==> src/rtl/gds_alloc_controller.sv <==
// gds_alloc_controller: serialises GDS alloc/dealloc commands to the resource table, deallocs first.
// Every issued command is followed by a settle window so gds_free_size reflects it before the next decision.
module gds_alloc_controller #(
    parameter int CU_ID_WIDTH          = 6,
    parameter int WG_SLOT_ID_WIDTH     = 6,
    parameter int GDS_ID_WIDTH         = 10,
    parameter int RES_TABLE_ADDR_WIDTH = 3,
    parameter int DEALLOC_FIFO_DEPTH   = 4
) (
    input  logic                            clk,
    input  logic                            rst,
    input  logic                            alloc_req_valid,
    input  logic [CU_ID_WIDTH-1:0]          alloc_req_cu_id,
    input  logic [WG_SLOT_ID_WIDTH-1:0]     alloc_req_wg_id,
    input  logic [GDS_ID_WIDTH:0]           alloc_req_gds_size,
    input  logic [RES_TABLE_ADDR_WIDTH-1:0] alloc_req_res_tbl_id,
    output logic                            alloc_ack,
    output logic                            alloc_reject,
    input  logic                            dealloc_req_valid,
    input  logic [CU_ID_WIDTH-1:0]          dealloc_req_cu_id,
    input  logic [WG_SLOT_ID_WIDTH-1:0]     dealloc_req_wg_id,
    output logic                            dealloc_req_ready,
    input  logic [GDS_ID_WIDTH:0]           gds_free_size,
    output logic                            gds_res_tbl_alloc_en,
    output logic                            gds_res_tbl_dealloc_en,
    output logic [CU_ID_WIDTH-1:0]          gds_res_tbl_cu_id,
    output logic [WG_SLOT_ID_WIDTH-1:0]     gds_res_tbl_wg_id,
    output logic [GDS_ID_WIDTH:0]           gds_res_tbl_alloc_gds_size,
    output logic [RES_TABLE_ADDR_WIDTH-1:0] gds_res_tbl_inflight_res_tbl_id,
    output logic                            gds_ctrl_busy
);
    localparam int PW = $clog2(DEALLOC_FIFO_DEPTH);
    localparam int CW = $clog2(DEALLOC_FIFO_DEPTH + 1);
    localparam int EW = CU_ID_WIDTH + WG_SLOT_ID_WIDTH;

    typedef enum logic [2:0] {IDLE, ISSUE_ALLOC, ISSUE_DEALLOC, REJECT, SETTLE} state_t;

    state_t                          state_q, state_d;
    logic [1:0]                      settle_q, settle_d;
    logic [EW-1:0]                   fifo_q [DEALLOC_FIFO_DEPTH];
    logic [PW-1:0]                   wr_q, rd_q;
    logic [CW-1:0]                   count_q;
    logic                            push, pop;
    logic [EW-1:0]                   entry, head;
    logic                            alloc_en_d, dealloc_en_d, ack_d, reject_d;
    logic [CU_ID_WIDTH-1:0]          cu_d;
    logic [WG_SLOT_ID_WIDTH-1:0]     wg_d;
    logic [GDS_ID_WIDTH:0]           size_d;
    logic [RES_TABLE_ADDR_WIDTH-1:0] tbl_d;

    assign dealloc_req_ready = !rst && count_q != CW'(DEALLOC_FIFO_DEPTH);
    assign push  = dealloc_req_valid && dealloc_req_ready;
    assign entry = {dealloc_req_cu_id, dealloc_req_wg_id};
    // An empty queue forwards the incoming push so a same-cycle dealloc still beats an alloc.
    assign head  = count_q != '0 ? fifo_q[rd_q] : entry;

    always_comb begin
        state_d      = state_q;
        settle_d     = settle_q;
        pop          = 1'b0;
        alloc_en_d   = 1'b0;
        dealloc_en_d = 1'b0;
        ack_d        = 1'b0;
        reject_d     = 1'b0;
        cu_d         = '0;
        wg_d         = '0;
        size_d       = '0;
        tbl_d        = '0;
        case (state_q)
            IDLE: begin
                if (count_q != '0 || push) begin
                    pop          = 1'b1;
                    state_d      = ISSUE_DEALLOC;
                    dealloc_en_d = 1'b1;
                    cu_d         = head[EW-1:WG_SLOT_ID_WIDTH];
                    wg_d         = head[WG_SLOT_ID_WIDTH-1:0];
                end else if (alloc_req_valid && alloc_req_gds_size <= gds_free_size) begin
                    state_d    = ISSUE_ALLOC;
                    alloc_en_d = 1'b1;
                    ack_d      = 1'b1;
                    cu_d       = alloc_req_cu_id;
                    wg_d       = alloc_req_wg_id;
                    size_d     = alloc_req_gds_size;
                    tbl_d      = alloc_req_res_tbl_id;
                end else if (alloc_req_valid) begin
                    state_d  = REJECT;
                    reject_d = 1'b1;
                end
            end
            ISSUE_ALLOC, ISSUE_DEALLOC: begin
                state_d  = SETTLE;
                settle_d = 2'd0;
            end
            REJECT: state_d = IDLE;
            SETTLE: begin
                settle_d = settle_q == 2'd2 ? 2'd0 : settle_q + 2'd1;
                state_d  = settle_q == 2'd2 ? IDLE : SETTLE;
            end
            default: state_d = IDLE;
        endcase
    end

    always_ff @(posedge clk) begin
        if (rst) begin
            state_q                         <= IDLE;
            settle_q                        <= '0;
            wr_q                            <= '0;
            rd_q                            <= '0;
            count_q                         <= '0;
            gds_res_tbl_alloc_en            <= 1'b0;
            gds_res_tbl_dealloc_en          <= 1'b0;
            alloc_ack                       <= 1'b0;
            alloc_reject                    <= 1'b0;
            gds_res_tbl_cu_id               <= '0;
            gds_res_tbl_wg_id               <= '0;
            gds_res_tbl_alloc_gds_size      <= '0;
            gds_res_tbl_inflight_res_tbl_id <= '0;
            gds_ctrl_busy                   <= 1'b0;
        end else begin
            state_q                         <= state_d;
            settle_q                        <= settle_d;
            wr_q                            <= push ? wr_q + PW'(1) : wr_q;
            rd_q                            <= pop ? rd_q + PW'(1) : rd_q;
            count_q                         <= count_q + CW'(push) - CW'(pop);
            gds_res_tbl_alloc_en            <= alloc_en_d;
            gds_res_tbl_dealloc_en          <= dealloc_en_d;
            alloc_ack                       <= ack_d;
            alloc_reject                    <= reject_d;
            gds_res_tbl_cu_id               <= cu_d;
            gds_res_tbl_wg_id               <= wg_d;
            gds_res_tbl_alloc_gds_size      <= size_d;
            gds_res_tbl_inflight_res_tbl_id <= tbl_d;
            gds_ctrl_busy                   <= state_d != IDLE;
        end
    end

    always_ff @(posedge clk) begin
        if (push) fifo_q[wr_q] <= entry;
    end
endmodule

==> config.mk <==
export PLATFORM = sky130hd
export DESIGN_NAME = gds_alloc_controller
export DESIGN_NICKNAME = d
export VERILOG_FILES = /design/src/rtl/gds_alloc_controller.sv
export SDC_FILE = /design/constraint.sdc
export NUM_CORES = 1
export LEC_CHECK = 0
export ABC_CLOCK_PERIOD_IN_PS = 4900
export CELL_PAD_IN_SITES_DETAIL_PLACEMENT = 1
export CELL_PAD_IN_SITES_GLOBAL_PLACEMENT = 1
export CORE_ASPECT_RATIO = 0.7
export CORE_MARGIN = 2
export CORE_UTILIZATION = 43
export CTS_CLUSTER_SIZE = 14
export DETAILED_ROUTE_END_ITERATION = 12
export PLACE_DENSITY = 0.87
export SLEW_MARGIN = 30
export SYNTH_ARGS = -nofsm -noshare
export SYNTH_HDL_FRONTEND = slang
export SYNTH_SLANG_ARGS = --single-unit
==> constraint.sdc <==
create_clock -name clk -period 4.9 [get_ports clk]
set_input_delay 0.98 -clock clk [delete_from_list [all_inputs] [get_ports clk]]
set_output_delay 0.98 -clock clk [all_outputs]
set_load 0.02 [all_outputs]
== After elaboration in Yosys (flattened, before gate mapping) ==
Memories as Yosys holds them, arrays and structs flattened. A register that Yosys moved wholly into a read port is not among the register bits.
Index checks and enable logic that the tools add are counted.
Storage, ports and cells
  register bits after elaboration: 42
  RAM bits: 48
  output and inout port bits: 32
  word-level logic and storage cells: 61
  memories kept: 1
Cells by class
  add/subtract/negate cells: 5
  magnitude comparators: 1
  eq/ne operators: 5
  multiplexer cells: 20
  bitwise logic cells: 2
  reductions and logical operators: 14
Memory list
  fifo_q: words 4, width 12, rd ports 1, clocked after Yosys merged registers in 1, wr ports 1, RTL line 40  | logic [EW-1:0] fifo_q [DEALLOC_FIFO_DEPTH];
Operator list (count)
  6-bit 2-to-1 mux: 4
  12-bit 2-to-1 mux: 1
  3-bit 2-to-1 mux: 4
  11-bit <= comparator: 1
  3-bit one-hot mux with 3 select lines: 1
  4-bit OR reduction: 2
  2-bit by 1-bit adder with 2-bit output (second input constant): 3
  1-bit 2-to-1 mux: 6
  2-bit 2-to-1 mux: 3
  3-bit nonzero test: 2
  2-bit one-hot mux with 2 select lines: 1
  2-bit OR reduction: 2
  3-bit by 1-bit adder with 3-bit output: 1
  3-bit by 1-bit equality test with 1-bit output (second input constant): 1
  3-bit by 2-bit equality test with 1-bit output (second input constant): 1
  3-bit equality test (second input constant): 1
  1-bit logical AND: 3
  3-bit zero test: 1
  3-bit != test (second input constant): 1
  3-bit OR reduction: 1
  3-bit by 1-bit subtractor with 3-bit output: 1
  2-bit equality test (second input constant): 1
  1-bit NOT: 2
  2-bit nonzero test: 1
  2 further kinds: 2

== Longest topological paths before layout ==
  depth in word-level cells: 8
  depth in mapped cells: 10
  gate-level depth less buffers: 10

== Worst setup path after synthesis ==
OpenSTA, ideal clock, no wires.
  path kind: input -> register
  start point: input rst
  end point: register count_q[2]
  arrival time: 2667 ps
  required time: 4772 ps
  setup slack: 2105 ps
  stages on the path: 10
  path buffers: 0
  cell sequence: nand2b_1 -> a21oi_2 -> inv_1 -> ha_1 -> inv_1 -> ha_1 -> fa_1 -> xnor2_1 -> xnor2_1 -> nor2_1
On the way
  cells in the longest elaborated chain, start to end: 7
  elaborated cells on any way between the ends: 8
  classes of those cells: add/sub (2); mux (2); reduce/logical (4)
Ends and longest elaborated chain
  start, declared: RTL line 11  | input logic rst,
  branches (longest 7 deep; another with 3-bit by 1-bit adder with 3-bit output)
  end signal, assigned: RTL line 124  | count_q <= count_q + CW'(push) - CW'(pop);
  end, declared: RTL line 42  | logic [CW-1:0] count_q;
Several ways; the timed one is not identified.
A chain may end at the register's enable or synchronous reset.

== Worst setup path after layout ==
  start point: input rst
  end point: output dealloc_req_ready
On the way
  cells in the longest elaborated chain, start to end: 2
Ends and longest elaborated chain
  1-bit zero test: RTL line 51  | assign dealloc_req_ready = !rst && count_q != CW'(DEALLOC_FIFO_DEPTH);
  1-bit logical AND: RTL line 51
  end, declared: RTL line 22  | output logic dealloc_req_ready,
No other way between the ends.

==> reports/qor.yml <==
synthesis:
  synthesis.area_um2: 3667
  synth_edf_count: 48
  syn_avg_cell_area_um2: 14.38
  ys.flop_type: "edfxtp_1"
  synthesis.instances: 255
  synth_fp_nets: 326
  ys_seq_area_share_pct: 63.32
  ys_async_sr_fraction_pct: 0
  ys_warn_count: 0
  ys_ff_latch: 92
  ys_types: 40
finish:
  fillerInstances: 834
  area_growth_pct: 34.49
  fin_nets: 414
  layout-drive-gt1-share_pct: 9.770
  final_core_util_pct: 58.91
  n_antenna_cell: 0
worst_setup_path:
  slowest_delay_ps: 630
  path_buf_inv: 3
  crit_path_cell_trace: "clkdlybuf4s50_1, buf_4, a21oi_1, clkdlybuf4s50_1"
  worstPathArrival_ps: 2390
  reg2reg_slack_ps: 2390
  cp_max_fo: 15
  cp_slowest_cell: "clkdlybuf4s50_1"
  r2r_end: "count_q[2]"
  cp_top_family: "buffers and inverters"
  worst-r2r-cell-count: 9
  crit_type: "in2out"
  worstReg2RegStart: "state_q[2]"
  path_common_cell: "clkdlybuf4s50_1"
  worstPathRequired_ps: 3920
  crit_cells: 4
  cp-end-kind: "primary output"
  startpoint_type: "input port"
global_route:
  globalRouteTotalUtil_pct: 20.16
  grt_overflow_total: 0
  grt_pass1_vias: 2610
  grt_max_degree: 28
  antenna_found_initial: 0
  grt_pass1_wl_mm: 13.80
floorplanning:
  initial_core_util_pct: 43.80
  die_y_um: 81.27
  die_area_um2: 9295
  rows: 28
  die_w_um: 114.4
  ios: 85
  core_um2: 8373
detailed_routing:
  wirelength_mm: 8.768
  drc: 0
  wl_per_cell_um: 19.36
  first_pass_iters: 4
  drtAntennaViolNets: 0
  dr.first_iter.drc_count: 73
  vias: 2337
  drt-vias-per-instance: 5.159
min_path:
  hp-class: "reg2reg"
  whs_path_depth: 2
  min_to: "settle_q[1]"
  min_from: "settle_q[0]"
clock_tree:
  cts_setup_buffers: 0
  clkLatencyLatePin_ps: 340
  postCtsResizedCells: 0
  cts_root_buf: "clkbuf_16"
  clk_pin_slew_worst_paths_ps: 60
  htreeDepth: 3
  cts.sinks: 92
  hold_buffers: 0
  cts_made_buffers: 9
  cts_tree: "built"
  clk_path_buf_depth: 2
timing:
  skew_ps: 8.796
  rsz0062_at_grt: "false"
  fin_crit_ps: 3368
  setup_viol: 0
  finalHoldViolCount: 0
  slew-limit-headroom_pct: 44.25
  worst_slew_pin_slew_ps: 835.1
  timing.fmax_ghz: 0.2969
  drv_slew: 0
  tns_ps: 0
  post-route-period-util_pct: 68.73
power:
  p_leak_nw: 1.931
  power-per-cell-area_nw_per_um2: 496.8
  irDropWorstVdd_v: 0.0002127
outcome:
  status: "completed"
place:
  gp_congestion: 0.7510
  hpwl_mm: 6.012
  portBuffers: 84
job:
  drv_cap: 0
[placed cells by master, fill, tap and decap left out, types with 2 or more instances in the layout]
master and count:
nor3_1 3, bufinv_16 3, clkbuf_16 9, nand4_1 3, a21oi_1 7, a211oi_1 2
nand2_1 6, clkdlybuf4s50_1 84, and3_1 2, and2_1 18, nor2b_1 3, inv_1 19
o21ai_0 4, a21o_1 12, nor2_2 2, edfxtp_1 48, dfxtp_1 44, a22o_1 12
mux4_2 12, nor2_1 10, nand2b_1 3, ha_1 17, xnor2_1 4
[sequential cells by signal (all words and copies together), names as in the netlist, named ones only]
register	count
count_q	3
gds_res_tbl_alloc_gds_size	11
alloc_reject	1
gds_res_tbl_alloc_en	1
gds_res_tbl_inflight_res_tbl_id	3
gds_res_tbl_wg_id	6
gds_res_tbl_dealloc_en	1
settle_q	2
gds_res_tbl_cu_id	6
wr_q	2
state_q	3
fifo_q	48
rd_q	2
gds_ctrl_busy	1
[cells in the mapped netlist, types with 6 or more instances]
library cell | instances | area [um2]
nor2_1 | 10 | 37.54
a21o_1 | 12 | 90.09
a21oi_1 | 7 | 35.03
dfxtp_1 | 44 | 880.8
edfxtp_1 | 48 | 1441
mux4_2 | 12 | 270.3
inv_1 | 19 | 71.32
ha_1 | 17 | 212.7
nand2_1 | 6 | 22.52
a22o_1 | 12 | 105.1
and2_1 | 18 | 112.6
[final cells by class]
class,count,area (um2),share of cell area (%)
Timing Repair Buffer,85,848.3,17.20
Multi-Input combinational cell,136,1219,24.71
Inverter,19,71.32,1.446
Clock buffer,10,229.0,4.642
Tap cell,105,131.4,2.664
Clock inverter,6,111.4,2.258
Sequential cell,92,2322,47.08
[tightest hold or removal path, delay by kind of cell (launching register included)]
| kind | cells | cell delay [ps] |
|---|---|---|
| AO/OA/AOI/OAI | 1 | 70 |
| flip-flops | 1 | 330 |
| AND/OR/NAND/NOR | 1 | 80 |
[cells by family (layout without fill, tap and decap cells)]
| family | after synthesis | count (layout) | synth area share (%) |
|---|---|---|---|
| DFF | 92 | 92 | 63.32 |
| and+or+nand+nor | 56 | 56 | 8.871 |
| AOI/OAI and AO/OA | 44 | 44 | 9.178 |
| buffers and inverters | 27 | 120 | 3.446 |
| adders and majority gates | 18 | 18 | 6.346 |
| muxes | 13 | 13 | 7.642 |
| xor gates and xnor gates | 5 | 5 | 1.194 |
[power by group]
group	internal (W)	leakage [nW]	switching (W)
Combinational	0.000336	0.973	0.000308
Sequential	0.000921	0.795	0.0000969
Clock	0.000500	0.163	0.000289
Total	0.00176	1.93	0.000694
[routing by layer]
metal / track usage, % / share of wire, % / vias to the layer above / wire length (um)
li1: - / - / 1104 / -
met1: 24.34 / 43 / 1162 / 3779
met2: 34.97 / 50 / 63 / 4418
met3: 5.821 / 5.5 / 8 / 481
met4: 6.951 / 1.0 / 0 / 89
met5: 0 / 0 / - / 0
[stage by stage]
step | hold WS (ps) | area, um2 | setup slack, ps | instances | total power [W]
6_report | 507.0 | 4932 | 1532 | 453 | 0.002450
5_1_grt | 555.1 | 4932 | 1405 | 453 | 0.002575
4_1_cts | 518.1 | 4932 | 1521 | 453 | 0.002478
3_5_place_dp | 501.0 | 4592 | 1296 | 437 | 0.001674
3_3_place_gp | 477.9 | 4592 | 1398 | 437 | 0.001636
2_1_floorplan | 465.4 | 3667 | 2105 | 255 | 0.001423
[worst max-delay path by stage]
stage	slack [ps]	end	startpoint
CTS	1520	dealloc_req_ready	rst
detailed placement	1300	count_q[2]	rst
global route	1410	count_q[2]	rst
floorplan	2100	count_q[2]	rst
finish	1530	dealloc_req_ready	rst
global placement	1400	count_q[2]	rst
(Power assumes the default switching activity.)
